**src/rtl/hline_move_ctrl.sv**
```systemverilog
// hline_move_ctrl: sequencer for the horizontal-line Y counter chain.
// Converts frame ticks and user requests into counter strobes.
//
// Ports:
//   clk, reset   clock and asynchronous active-high reset
//   frame        one-cycle tick per video frame
//   start, stop  level requests; stop wins over start
//   load_req     one-cycle request to load the counter from switches
//   speed        counter steps issued per frame (0 = frozen)
//   ycoord       current counter Q (fed back from the line counter)
//   up_o, dw_o   one-cycle increment / decrement strobes
//   ld_o         one-cycle load strobe
//   dir          1 = increasing Y, 0 = decreasing Y
//   moving       high while running or stepping
//   bounce_cnt   saturating count of direction reversals
//   overrun      sticky: frame arrived while still stepping
module hline_move_ctrl #(
    parameter int unsigned TOP_LIMIT = 18,
    parameter int unsigned BOT_LIMIT = 630,
    parameter int unsigned SPD_W     = 3
) (
    input  logic             clk,
    input  logic             reset,
    input  logic             frame,
    input  logic             start,
    input  logic             stop,
    input  logic             load_req,
    input  logic [SPD_W-1:0] speed,
    input  logic [15:0]      ycoord,
    output logic             up_o,
    output logic             dw_o,
    output logic             ld_o,
    output logic             dir,
    output logic             moving,
    output logic [7:0]       bounce_cnt,
    output logic             overrun
);

    typedef enum logic [1:0] {
        S_IDLE,
        S_LOAD,
        S_RUN,
        S_STEP
    } state_t;

    localparam logic [SPD_W-1:0] CNT_ONE = {{(SPD_W-1){1'b0}}, 1'b1};
    localparam logic [SPD_W-1:0] CNT_ZERO = '0;

    state_t           r_state;
    logic [SPD_W-1:0] r_cnt;

    logic [16:0] w_y_up;
    logic [16:0] w_y_eff;
    logic        w_at_bot;
    logic        w_at_top;
    logic        w_hit;
    logic        w_last;

    // A strobe that is high now is applied by the counter at the end of
    // this cycle, so ycoord still shows the old value.  The limit check
    // therefore looks at the position the counter is about to reach;
    // otherwise back-to-back strobes could carry the line past a limit.
    assign w_y_up  = {1'b0, ycoord} + {16'd0, up_o};
    assign w_y_eff = (dw_o && (ycoord != 16'd0)) ?
                     (w_y_up - 17'd1) : w_y_up;

    assign w_at_bot = (w_y_eff >= 17'(BOT_LIMIT));
    assign w_at_top = (w_y_eff <= 17'(TOP_LIMIT));

    // Limit reached in the current direction: reverse instead of moving.
    assign w_hit  = dir ? w_at_bot : w_at_top;
    assign w_last = (r_cnt == CNT_ONE);

    always_ff @(posedge clk or posedge reset) begin
        if (reset) begin
            r_state    <= S_IDLE;
            r_cnt      <= CNT_ZERO;
            up_o       <= 1'b0;
            dw_o       <= 1'b0;
            ld_o       <= 1'b0;
            dir        <= 1'b1;
            moving     <= 1'b0;
            bounce_cnt <= 8'd0;
            overrun    <= 1'b0;
        end else begin
            // Strobes are single-cycle pulses by default.
            up_o <= 1'b0;
            dw_o <= 1'b0;
            ld_o <= 1'b0;

            if (frame && (r_state == S_STEP)) begin
                overrun <= 1'b1;
            end

            case (r_state)
                S_IDLE: begin
                    if (load_req) begin
                        r_state <= S_LOAD;
                        ld_o    <= 1'b1;
                        moving  <= 1'b0;
                    end else if (start && !stop) begin
                        r_state <= S_RUN;
                        moving  <= 1'b1;
                    end else begin
                        moving  <= 1'b0;
                    end
                end

                // ld_o is high for exactly this one cycle.
                S_LOAD: begin
                    r_state <= S_IDLE;
                    moving  <= 1'b0;
                end

                S_RUN: begin
                    if (load_req) begin
                        r_state <= S_LOAD;
                        ld_o    <= 1'b1;
                        moving  <= 1'b0;
                    end else if (stop) begin
                        r_state <= S_IDLE;
                        moving  <= 1'b0;
                    end else if (frame && (speed != CNT_ZERO)) begin
                        r_state <= S_STEP;
                        r_cnt   <= speed;
                        moving  <= 1'b1;
                    end else begin
                        moving  <= 1'b1;
                    end
                end

                S_STEP: begin
                    if (load_req) begin
                        r_state <= S_LOAD;
                        r_cnt   <= CNT_ZERO;
                        ld_o    <= 1'b1;
                        moving  <= 1'b0;
                    end else if (stop) begin
                        // Remaining steps are dropped.
                        r_state <= S_IDLE;
                        r_cnt   <= CNT_ZERO;
                        moving  <= 1'b0;
                    end else begin
                        r_cnt  <= r_cnt - CNT_ONE;
                        moving <= 1'b1;
                        if (w_last) begin
                            r_state <= S_RUN;
                        end
                        // A reversal consumes the step without a strobe.
                        if (w_hit) begin
                            dir <= ~dir;
                            if (bounce_cnt != 8'hFF) begin
                                bounce_cnt <= bounce_cnt + 8'd1;
                            end
                        end else begin
                            up_o <= dir;
                            dw_o <= ~dir;
                        end
                    end
                end

                default: begin
                    r_state <= S_IDLE;
                    r_cnt   <= CNT_ZERO;
                    moving  <= 1'b0;
                end
            endcase
        end
    end

endmodule
```
**config.mk**
```make
export PLATFORM = sky130hd
export DESIGN_NAME = hline_move_ctrl
export DESIGN_NICKNAME = d
export VERILOG_FILES = /design/src/rtl/hline_move_ctrl.sv
export SDC_FILE = /design/constraint.sdc
export NUM_CORES = 1
export LEC_CHECK = 0
export ABC_CLOCK_PERIOD_IN_PS = 3300
export BUFFER_PORTS_ARGS = -buffer_cell sky130_fd_sc_hd__buf_4
export CAP_MARGIN = 40
export CORE_MARGIN = 2
export CORE_UTILIZATION = 25
export CTS_BUF_LIST = sky130_fd_sc_hd__clkbuf_2
export DETAILED_ROUTE_END_ITERATION = 8
export GPL_ROUTABILITY_DRIVEN = 1
export HOLD_SLACK_MARGIN = 0.02
export PLACE_DENSITY = 0.42
export SKIP_CTS_REPAIR_TIMING = 1
export SYNTH_ARGS = -nofsm -noshare
export SYNTH_HDL_FRONTEND = slang
export SYNTH_SLANG_ARGS = --single-unit
```
**constraint.sdc**
```tcl
create_clock -name clk -period 3.3 [get_ports clk]
set_input_delay 0.165 -clock clk [delete_from_list [all_inputs] [get_ports clk]]
set_output_delay 0.165 -clock clk [all_outputs]
set_load 0.01 [all_outputs]
```
# After elaboration in Yosys (flattened, before gate mapping)
# Cells that the tools add are included.
# Widths: inputs -> output; s select.
[word_totals]
output_inout_bits = 14
mem_count = 0
latchBits = 0
input_bits = 25
elab_cells = 76
register_bits = 19
ram_bits = 0
romBits = 0
[op_classes]
div = 0
n_shift = 0
n_lt_le_gt_ge = 2
muxes = 32
eq_ne = 11
reduce_logical = 15
add_sub_neg = 4
n_mul = 0
bitwise = 3
[ops]
columns = ["operator", "n"]
rows = [
  ["$add 16x1->17", 1],
  ["$ge 17x10->1 const B", 1],
  ["$le 17x5->1 const B", 1],
  ["$mux 17", 1],
  ["$sub 17x1->17 const B", 1],
  ["$mux 2", 8],
  ["$reduce_bool 16->1", 1],
  ["$mux 1", 15],
  ["$mux 3", 5],
  ["$add 8x1->8 const B", 1],
  ["$ne 4x4->1 const B", 2],
  ["$ne 8x8->1 const B", 1],
  ["$pmux 2 s4", 1],
  ["$reduce_and 4->1", 2],
  ["$ne 2x2->1 const B", 3],
  ["$pmux 3 s2", 1],
  ["$reduce_and 5->1", 1],
  ["$eq 2x2->1 const B", 2],
  ["$logic_and 1x1->1", 4],
  ["$eq 3x1->1 const B", 1],
  ["$ne 3x3->1 const B", 1],
  ["$not 1->1", 3],
  ["$pmux 1 s3", 1],
  ["$reduce_and 3->1", 1],
  ["8 further kinds", 8],
]

# Longest topological paths before layout
# Gate-level depths: netlist of run 1.
[depth]
ltp_word = 9
ltp_mapped = 13
depth_no_buf = 11

# Worst setup path before layout of run 1
# Ideal clock, no wire load.
[synth_timing]
kind = "reg-to-reg"
startpoint = "register up_o"
endpoint = "register bounce_cnt[1]"
path_stages_with_launch = 13
setup_slack_ns = -0.188
synth_period_minus_slack_ns = 3.488
required_ns = 3.175
path_buffers = 1
arrival_ns = 3.363
setup_ns = 0.125
path_cell_list = "dfrtp_1 ha_1 ha_1 buf_2 a211o_1 a2111oi_2 a21oi_1 a2111oi_2 o21ai_1 a221o_1 a221oi_4 a21boi_2 mux2_4"
[synth_between]
elab_chain_cells = 6
word_cells_on_any_way = 7
cone_classes = "add/sub (2); order compare (2); mux (2); reduce/logical (1)"
[synth_rtl]
columns = ["item", "line_no", "source"]
rows = [
  ["start: declaration", "30", "output logic up_o,"],
  ["start signal: assignment", "156", "up_o <= dir;"],
  ["$add 16x1->17 *", "63", "assign w_y_up = {1'b0, ycoord} + {16'd0, up_o};"],
  ["$sub 17x1->17", "65", "(w_y_up - 17'd1) : w_y_up;"],
  ["$mux 17 *", "64", "assign w_y_eff = (dw_o && (ycoord != 16'd0)) ?"],
  ["$le 17x5->1 / $ge 17x10->1 (equally long branches)", "68, 67", ""],
  ["$mux 1 *", "71", "assign w_hit = dir ? w_at_bot : w_at_top;"],
  ["$reduce_and 5->1 (no line) *", "n/a", ""],
  ["end signal: assignment", "153", "bounce_cnt <= bounce_cnt + 8'd1;"],
  ["end: declaration", "35", "output logic [7:0] bounce_cnt,"],
]
# Mark *: on every way between the ends. The rest lies on a longest branch, timed or not.
# A chain may end at the register's enable or synchronous reset.

# Worst setup path in the final report of run 1
# Same ends and word-level chain as after synthesis.

==> summary.txt, run 1 <==
Timing
  – Unrepaired setup endpoints after global routing: yes
  – Clock Skews: 0.0124 ns
  – Sum Neg Setup Slack: -0.730 ns
  – Fin worst setup slack: -0.121 ns
  – Fmax: around 290 MHz
  – Fin. Hold Viols: 0
  – Slew HR: 49.8%
  – Final period demand of the worst path: 3.42 ns
  – Tcrit/Tclk final: 104%
  – Slew @ Worst Pin: around 0.75 ns
  – Max-slew violations: 0
  – Final number of setup-violating endpoints: 8

Clock network
  – CTS root buffer: clkbuf_2
  – Sink Count: 19
  – Worst skew pair latency: about 0.32 ns
  – CTS buffer count: 3
  – Clock Pin Slew Worst Setup and Hold Paths: 0.21 ns
  – CTS max path bufs: 2
  – H-tree level count: 1
  – CTS tree: yes

Detailed routing
  – Detailed Routing Iterations Pass 1: 4
  – Vias per std cell: 5.21
  – WL final: roughly 6.3 mm
  – DRC viols: 0
  – DRT antenna net count: 0
  – Via count: 2209
  – Iteration-0 DRC Markers: 109
  – Per-cell routed wire length: about 15 um

Global routing
  – Total track usage: 14.0%
  – Gr ovfl total: 0
  – Wire length of the first global-routing pass: 10.2 mm
  – Vias in the first global route: about 2000
  – Antenna violations before repair: 0
  – Largest net degree at the start of global routing: 20

Place
  – RD Place Congestion: 0.805
  – Port bufs: 38
  – DP HPWL: 4.92 mm
  – Placed Cells: 408

Finish
  – Antenna fix cells: 0
  – Register area: 477 um^2
  – Layout Cells excl Fill: 424
  – Area Overhead vs Synth: 38.4%
  – Share of layout cells above drive strength 1: between 30% and 40%
  – Fillers: roughly 860
  – Multi-input combinational cell area: roughly 1600 um^2
  – Nets: 351

Synthesis
  – Ys flop type: dfrtp_1
  – EDFF count, synth: 0
  – Mapped cell area: 2100 um^2
  – Yosys cell types: 69
  – Syn Area/Cell: 8.35 um^2
  – Register area share after synthesis: 22.7%
  – Asr flop ratio synth: 100%
  – Seq cells post-synth: 19
  – Cells after Synth: 252
  – Post-Syn Nets: 283
  – Yosys warnings: 0

Die
  – IO Pins: 39
  – Die Y: approximately 96 um
  – Core Rows: 33
  – Full die area: between 9000 and 10000 um^2
  – Core ar.: 8180 um^2
  – Initial Util: 25.7%
  – Die W: ~96 um

Setup path
  – Startpoint types: flop
  – Crit-path leading delay family: compound AO/OA/AOI/OAI gates
  – Max stage delay on crit path: approximately 0.45 ns
  – CP required: 3.53 ns
  – CP Cell Sequence: ha_4 > ha_4 > buf_6 > a211o_1 > a2111oi_4 > a21oi_2 > a2111oi_4 > o21ai_1 > a221o_1 > a221oi_4 > a21boi_2 > mux2_4
  – CP Capture Type: flop
  – Critical path's slowest cell: dfrtp_1
  – WS Path Type: reg -> reg
  – Critical path arrival: 3.65 ns
  – R2R setup slack: -0.12 ns
  – WP buf/inv: 1
  – Crit path max fanout: 5

Pwr
  – Leak Pwr: 1.20 nW
  – Pwr/cell area: ~220 nW/um^2
  – Maximum VDD drop: 0.0000980 V

Status
  – Failing checks: negative setup slack
  – Status: finished with violations

Job
  – Max-cap violations: 0

Min path
  – Hold WC Path Type: in -> reg
==> synthesized netlist by cell type, types with 2 or more instances <==
cell type | count | area [um^2]
nor3_1 | 13 | 65.1
nand3_1 | 8 | 40.0
xnor2_1 | 14 | 123
o21ai_0 | 10 | 50.1
a31oi_1 | 4 | 25.0
nand3_2 | 2 | 20.0
a211oi_1 | 5 | 37.5
o311ai_0 | 2 | 17.5
o21a_1 | 2 | 15.0
o31ai_1 | 3 | 22.5
or4_1 | 2 | 15.0
dfrtp_1 | 18 | 450
or2_2 | 2 | 12.5
or3_1 | 6 | 37.5
a221o_1 | 2 | 20.0
o211ai_1 | 5 | 37.5
and2_1 | 3 | 18.8
nor2_1 | 13 | 48.8
a2111oi_2 | 2 | 30.0
nand2_1 | 19 | 71.3
ha_1 | 6 | 75.1
a21oi_1 | 9 | 45.0
buf_2 | 6 | 30.0
o21ai_1 | 3 | 15.0
xor2_1 | 11 | 96.3
nor4_1 | 5 | 31.3
a211o_1 | 4 | 35.0
a22oi_1 | 3 | 22.5
inv_1 | 12 | 45.0
a31o_2 | 2 | 17.5
nand4_1 | 9 | 56.3
buf_4 | 2 | 15.0
clkbuf_2 | 3 | 15.0
and3_1 | 7 | 43.8
==> final cells by class <==
type | instances | area share (%)
Clock buffer | 3 | 0.515
Clock inverter | 1 | 0.172
Inverter | 12 | 1.55
Multi-Input combinational cell | 207 | 56.5
Sequential cell | 19 | 16.4
Tap cell | 105 | 4.51
Timing Repair Buffer | 77 | 20.4
==> power breakdown <==
part | switching [mW] | internal [mW] | leakage [nW] | total (mW)
combinational | 0.130 | 0.115 | 0.940 | 0.244
clock | 0.0796 | 0.0275 | 0.0164 | 0.107
sequential | 0.0245 | 0.269 | 0.244 | 0.293
total | 0.234 | 0.411 | 1.20 | 0.645
==> kinds of logic after synthesis <==
kind of cell / count (synthesis) / synth area share, %
buffers and inverters: 26 / 5.88
AO/OA/AOI/OAI: 73 / 27.3
AND/OR/NAND/NOR: 101 / 28.9
flip-flops: 19 / 22.7
XOR/XNOR: 25 / 10.4
multiplexers: 2 / 1.25
adder cells (fa/ha/maj): 6 / 3.57
==> per-stage QoR <==
stage / hold WS, ns / worst slack, ns / utilization (%) / instance area [um^2] / power (mW)
global placement: 0.371 / -0.0872 / 32.7 / 2670 / 0.531
detailed placement: 0.373 / -0.108 / 32.7 / 2670 / 0.531
global route: 0.114 / -0.321 / 35.6 / 2910 / 0.707
floorplan: 0.115 / 0.00227 / - / 2130 / 0.443
finish: 0.150 / -0.121 / 35.6 / 2910 / 0.645
CTS: -0.0571 / -0.202 / 32.9 / 2690 / 0.644
==> tightest hold or removal path, delay by kind of cell <==
family / cells / cell delay, ns
AOI/OAI and AO/OA: 2 / 0.20
buffers and inverters: 1 / 0.08
==> placed cells by master, fill, tap and decap left out, types with 7 or more instances in the layout <==
cell	instances
and3_1	7
nor2_1	12
nand2_1	19
inv_1	12
xnor2_1	14
a21oi_1	7
nor3_1	13
nand3_1	8
nand4_1	9
dfrtp_1	18
xor2_1	11
buf_4	71
o21ai_0	10
==> state kept, by name (all words and copies together), names as in the netlist <==
| name | flops |
|---|---|
| bounce_cnt | 8 |
| r_cnt | 3 |
| r_state | 2 |
| dir | 1 |
| dw_o | 1 |
| ld_o | 1 |
| moving | 1 |
| overrun | 1 |
| up_o | 1 |
==> per-layer routing <==
metal / vias up / wire length, um / track usage, %
met4: 0 / 59 / 2.62
met2: 33 / 2960 / 22.6
met3: 4 / 180 / 1.49
met1: 1066 / 3080 / 20.2
met5: - / 0 / 0
li1: 1106 / - / -
==> worst paths after layout <==
check / start / endpoint / cells past startpoint
worst max-delay path: up_o / bounce_cnt[1] / 12
max in group asynchronous: reset / bounce_cnt[4] / 3
min in group asynchronous: reset / moving / 3
worst min-delay path: speed[0] / r_cnt[0] / 3
worst min register to register: overrun / overrun / 1
worst max register to register: up_o / bounce_cnt[1] / 12
No activity file was read; power rests on OpenSTA's default activity.
==> run 2: changes to the inputs <==
CORE_UTILIZATION = 30   (was 25)
PLACE_DENSITY = 0.48   (was 0.42)
==> summary.txt, run 2 (synthesis gave the netlist of run 1 again) <==
Status
  – Status: finished with violations
  – Failing checks: negative setup slack

Finish
  – Largest Register: bounce_cnt
  – Most common library cell in the layout ignoring fill and taps: buf_4
  – Area Overhead vs Synth: 37.9%
  – Max FFs per register: 8
  – Antenna fix cells: 0
  – Most frequent cells in the layout: buf_4 (70), nand2_1 (19), dfrtp_1 (18), xnor2_1 (14)
  – Nets: 351
  – Design area: between 2000 and 3000 um^2
  – Layout Cells excl Fill: approximately 420
  – Share of layout cells above drive strength 1: 34.8%
  – Regs by FF count: bounce_cnt: 8 flops, r_cnt: 3 flops, r_state: 2 flops

Pwr
  – Leak Pwr: 1.19 nW
  – Maximum VDD drop: around 0.00012 V
  – Pwr/cell area: around 220 nW/um^2

Timing
  – Fin. Hold Viols: 0
  – Slew @ Worst Pin: a little under 0.8 ns
  – Fmax: 286 MHz
  – Unrepaired setup endpoints after global routing: yes
  – Max-slew violations: 0
  – Fin worst setup slack: -0.192 ns
  – Slew HR: 48.5%
  – Tcrit/Tclk final: 106%
  – Final number of setup-violating endpoints: 9
  – Sum Neg Setup Slack: -1.26 ns
  – Final period demand of the worst path: 3.49 ns
  – Clock Skews: around 0.038 ns

Clock network
  – Sink Count: 19
  – Clock Pin Slew Worst Setup and Hold Paths: approximately 0.22 ns
  – Worst skew pair latency: ~0.33 ns
  – H-tree level count: 1
  – CTS root buffer: clkbuf_2
  – CTS buffer count: 3
  – CTS max path bufs: 2
  – CTS tree: yes

Place
  – Placed Cells: 404
  – RD Place Congestion: around 0.8
  – Port bufs: 38
  – DP HPWL: 4.86 mm
  – Pre-CTS setup slack: -0.0755 ns
  – DP Area: 2700 um^2

Detailed routing
  – DRT antenna net count: 0
  – DRC viols: 0
  – Detailed Routing Iterations Pass 1: 4
  – Vias per std cell: 5.19
  – WL final: just over 6 mm
  – Via count: 2152
  – Iteration-0 DRC Markers: 148
  – Per-cell routed wire length: 15.0 um

Setup path
  – Crit path max fanout: 5
  – CP required: 3.51 ns
  – Critical path arrival: 3.70 ns
  – WS Path Type: reg -> reg
  – CP Capture Type: flop
  – Startpoint types: flop

Die
  – Core ar.: 6790 um^2
  – IO Pins: 39
  – Full die area: 7700 um^2
  – Die W: 87.8 um
  – Die Y: 87.8 um
  – Core Rows: 30
  – Initial Util: 31.0%

Global routing
  – Gr ovfl total: 0
  – Vias in the first global route: ~2000
  – Antenna violations before repair: 0
  – Total track usage: around 17%
  – Largest net degree at the start of global routing: 20
  – Wire length of the first global-routing pass: 10.2 mm

Job
  – Max-cap violations: 0

Min path
  – Hold WC Path Type: in -> reg
==> run 2: changes by cell type in the layout (fill, tap and decap cells not counted), moves of 2 or more <==
cell,delta
a211oi_1,+3
a211oi_2,-3
buf_6,+2
o311ai_1,+2
o311ai_2,-2
==> run 2: area by class of cell <==
type | instances | area (um^2)
multi-input combinational | 207 | 1640
timing repair buffer | 77 | 599
clock inverter | 1 | 5.00
tap | 96 | 120
sequential | 19 | 477
clock buffer | 3 | 15.0
inverter | 12 | 45.0
fill | 686 | 3890
==> run 2: path summary, 6_finish.rpt <==
check / start / to / slack (ns) / depth (start not counted)
worst max-delay path: up_o / bounce_cnt[1] / -0.19 / 12
worst min-delay path: frame / overrun / 0.06 / 2
worst max register to register: up_o / bounce_cnt[1] / -0.19 / 12
worst min register to register: overrun / overrun / 0.50 / 1
max in group asynchronous: reset / bounce_cnt[1] / 2.28 / 3
min in group asynchronous: reset / moving / 0.49 / 3
==> run 2: stage by stage <==
stage / hold slack (ns) / power, mW / utilization (%)
after detailed placement: 0.349 / 0.533 / 39.7
final: 0.0600 / 0.645 / 42.7
after global routing: 0.0297 / 0.705 / 42.7
after CTS: -0.0520 / 0.640 / 40.0
after floorplan: 0.115 / 0.443 / -
after global placement: 0.351 / 0.534 / 39.7
==> run 2: routing by layer <==
metal,global-route usage (%),routed length [um]
met5,0,0
met4,2.10,51
met3,1.70,155
met2,27.5,3050
met1,23.8,2960
==> run 2: where the power goes <==
group / total (mW) / switching (mW) / internal (mW)
clock: 0.106 / 0.0784 / 0.0274
combinational: 0.247 / 0.131 / 0.116
sequential: 0.292 / 0.0235 / 0.269
total: 0.645 / 0.233 / 0.413
==> run 2: critical path, stage by stage (launching register included) <==
cell and delay [ns]:
dfrtp_1 0.46, ha_4 0.18, ha_4 0.18, buf_6 0.12
a211o_1 0.31, a2111oi_4 0.31, a21oi_2 0.08, a2111oi_4 0.36
o21ai_1 0.12, a221o_1 0.42, a221oi_4 0.40, a21boi_2 0.11
mux2_4 0.30
==> run 3: changes to the inputs <==
CTS_CLUSTER_DIAMETER = 150   (was default)
GPL_TIMING_DRIVEN = 0   (was default)
==> summary.txt, run 3 (synthesis gave the netlist of run 1 again) <==
Timing
  – Slew HR: 50.0%
  – Fmax: approximately 290 MHz
  – Worst hold slack: 0.0420 ns
  – Slew @ Worst Pin: 0.749 ns
  – Clock Skews: 0.0150 ns
  – Unrepaired setup endpoints after global routing: yes
  – Final period demand of the worst path: around 3.5 ns
  – Max-slew violations: 0
  – Fin. Hold Viols: 0
  – Tcrit/Tclk final: 106%
  – Final number of setup-violating endpoints: 8
  – Fin worst setup slack: -0.198 ns

Global routing
  – Vias in the first global route: 1887
  – Met1 global-route usage: 23.7%
  – Antenna violations before repair: 0
  – Largest net degree at the start of global routing: 20
  – Gr ovfl total: 0
  – GR Util met3: 1.98%
  – Top Usage Layer GRT: met1
  – Met2 Track Usage GR: 23.1%
  – Total track usage: approximately 15%
  – Wire length of the first global-routing pass: roughly 9.4 mm

Setup path
  – Critical path arrival: 3.69 ns
  – Crit path max fanout: 7
  – CP Cell Sequence: ha_4 > buf_4 > and3_1 > clkbuf_2 > and3_1 > o2111ai_2 > a2111oi_4 > buf_4 > a211o_1 > a221o_1 > a221oi_4 > buf_6 > a211oi_1 > xor2_1
  – Critical path's slowest cell: dfrtp_1
  – Startpoint types: flop
  – R2R setup slack: -0.20 ns
  – WP buf/inv: 4
  – CP Capture Type: flop
  – Crit-path leading delay family: compound AO/OA/AOI/OAI gates
  – WS Path Type: reg -> reg
  – CP required: 3.49 ns
  – Max stage delay on crit path: 0.46 ns

Die
  – IO Pins: 39
  – Die W: 87.8 um
  – Initial Util: 31.0%
  – Core ar.: 6790 um^2
  – Core Rows: 30
  – Die Y: 87.8 um
  – Full die area: 7700 um^2

Place
  – Port bufs: 32
  – Placed Cells: 380
  – DP HPWL: 4.46 mm
  – RD Place Congestion: approximately 0.79

Clock network
  – CTS max path bufs: 2
  – CTS buffer count: 3
  – CTS tree: yes
  – Sink Count: 19
  – Clock Pin Slew Worst Setup and Hold Paths: 0.19 ns
  – CTS root buffer: clkbuf_2
  – H-tree level count: 1
  – Worst skew pair latency: a little over 0.3 ns

Finish
  – Register area: 477 um^2
  – Layout Cells excl Fill: ~400
  – Most common library cell in the layout ignoring fill and taps: buf_4
  – Share of layout cells above drive strength 1: 29.7%
  – Largest Register: bounce_cnt
  – Nets: 332
  – Multi-input combinational cell area: 1630 um^2
  – Fillers: 714
  – Regs by FF count: bounce_cnt: 8 flops, r_cnt: 3 flops, r_state: 2 flops
  – Antenna fix cells: 0
  – Most frequent cells in the layout: buf_4 (41), nand2_1 (18), dfrtp_1 (18), xnor2_1 (14)
  – Max FFs per register: 8
  – Area Overhead vs Synth: 29.3%

Status
  – Failing checks: negative setup slack
  – Status: finished with violations

Detailed routing
  – DRT antenna net count: 0
  – Iteration-0 DRC Markers: 135
  – DRC viols: 0
  – Via count: 2138
  – Per-cell routed wire length: 14.8 um
  – Detailed Routing Iterations Pass 1: 4
  – WL final: 5.84 mm
  – Vias per std cell: 5.40

Pwr
  – Maximum VDD drop: roughly 0.00014 V
  – Leak Pwr: 1.11 nW
  – Pwr/cell area: 233 nW/um^2

Min path
  – Hold WC Path Type: in -> reg

Job
  – Max-cap violations: 0
==> run 3: layout make-up <==
class | count | share of cell area [%]
inverter | 12 | 1.66
timing repair buffer | 44 | 12.6
buffer | 14 | 3.26
tap | 96 | 4.41
clock buffer | 4 | 0.736
sequential | 19 | 17.5
multi-input combinational | 207 | 59.9
==> run 3: metal layers <==
metal,part of all wire [%],vias to the layer above
li1,-,1067
met1,51,1028
met2,46,41
met3,2.6,2
met4,0.38,0
met5,0,-
==> run 3: metrics by stage <==
stage | TNS [ns] | setup WS, ns | area (um^2) | utilization, % | power, mW
2_1_floorplan | 0 | 0.00227 | 2130 | - | 0.443
3_3_place_gp | -2.64 | -0.423 | 2490 | 36.7 | 0.524
3_5_place_dp | -2.44 | -0.400 | 2490 | 36.7 | 0.525
4_1_cts | -2.91 | -0.448 | 2510 | 37.0 | 0.633
5_1_grt | -2.51 | -0.330 | 2720 | 40.1 | 0.687
6_report | -1.27 | -0.198 | 2720 | 40.1 | 0.634
==> run 3: worst register-to-register path, cell delays in order, from the launching register on <==
cell and delay, ns:
dfrtp_1 0.46, ha_4 0.18, buf_4 0.15, and3_1 0.18, clkbuf_2 0.17, and3_1 0.22
o2111ai_2 0.25, a2111oi_4 0.11, buf_4 0.15, a211o_1 0.28, a221o_1 0.38, a221oi_4 0.45
buf_6 0.17, a211oi_1 0.08, xor2_1 0.15
==> run 3: power by group <==
part           switching, mW  internal (mW)  leakage (nW)
combinational          0.129          0.108         0.846
sequential            0.0243          0.269         0.244
clock                 0.0725         0.0321        0.0166
total                  0.226          0.409          1.11
==> run 3: final timing paths <==
path,cells past startpoint,end,startpoint
min reg2reg,1,overrun,overrun
max reg2reg,14,bounce_cnt[3],up_o
max in group asynchronous,3,bounce_cnt[7],reset
min in group asynchronous,3,moving,reset
min,2,moving,load_req
max,14,bounce_cnt[3],up_o
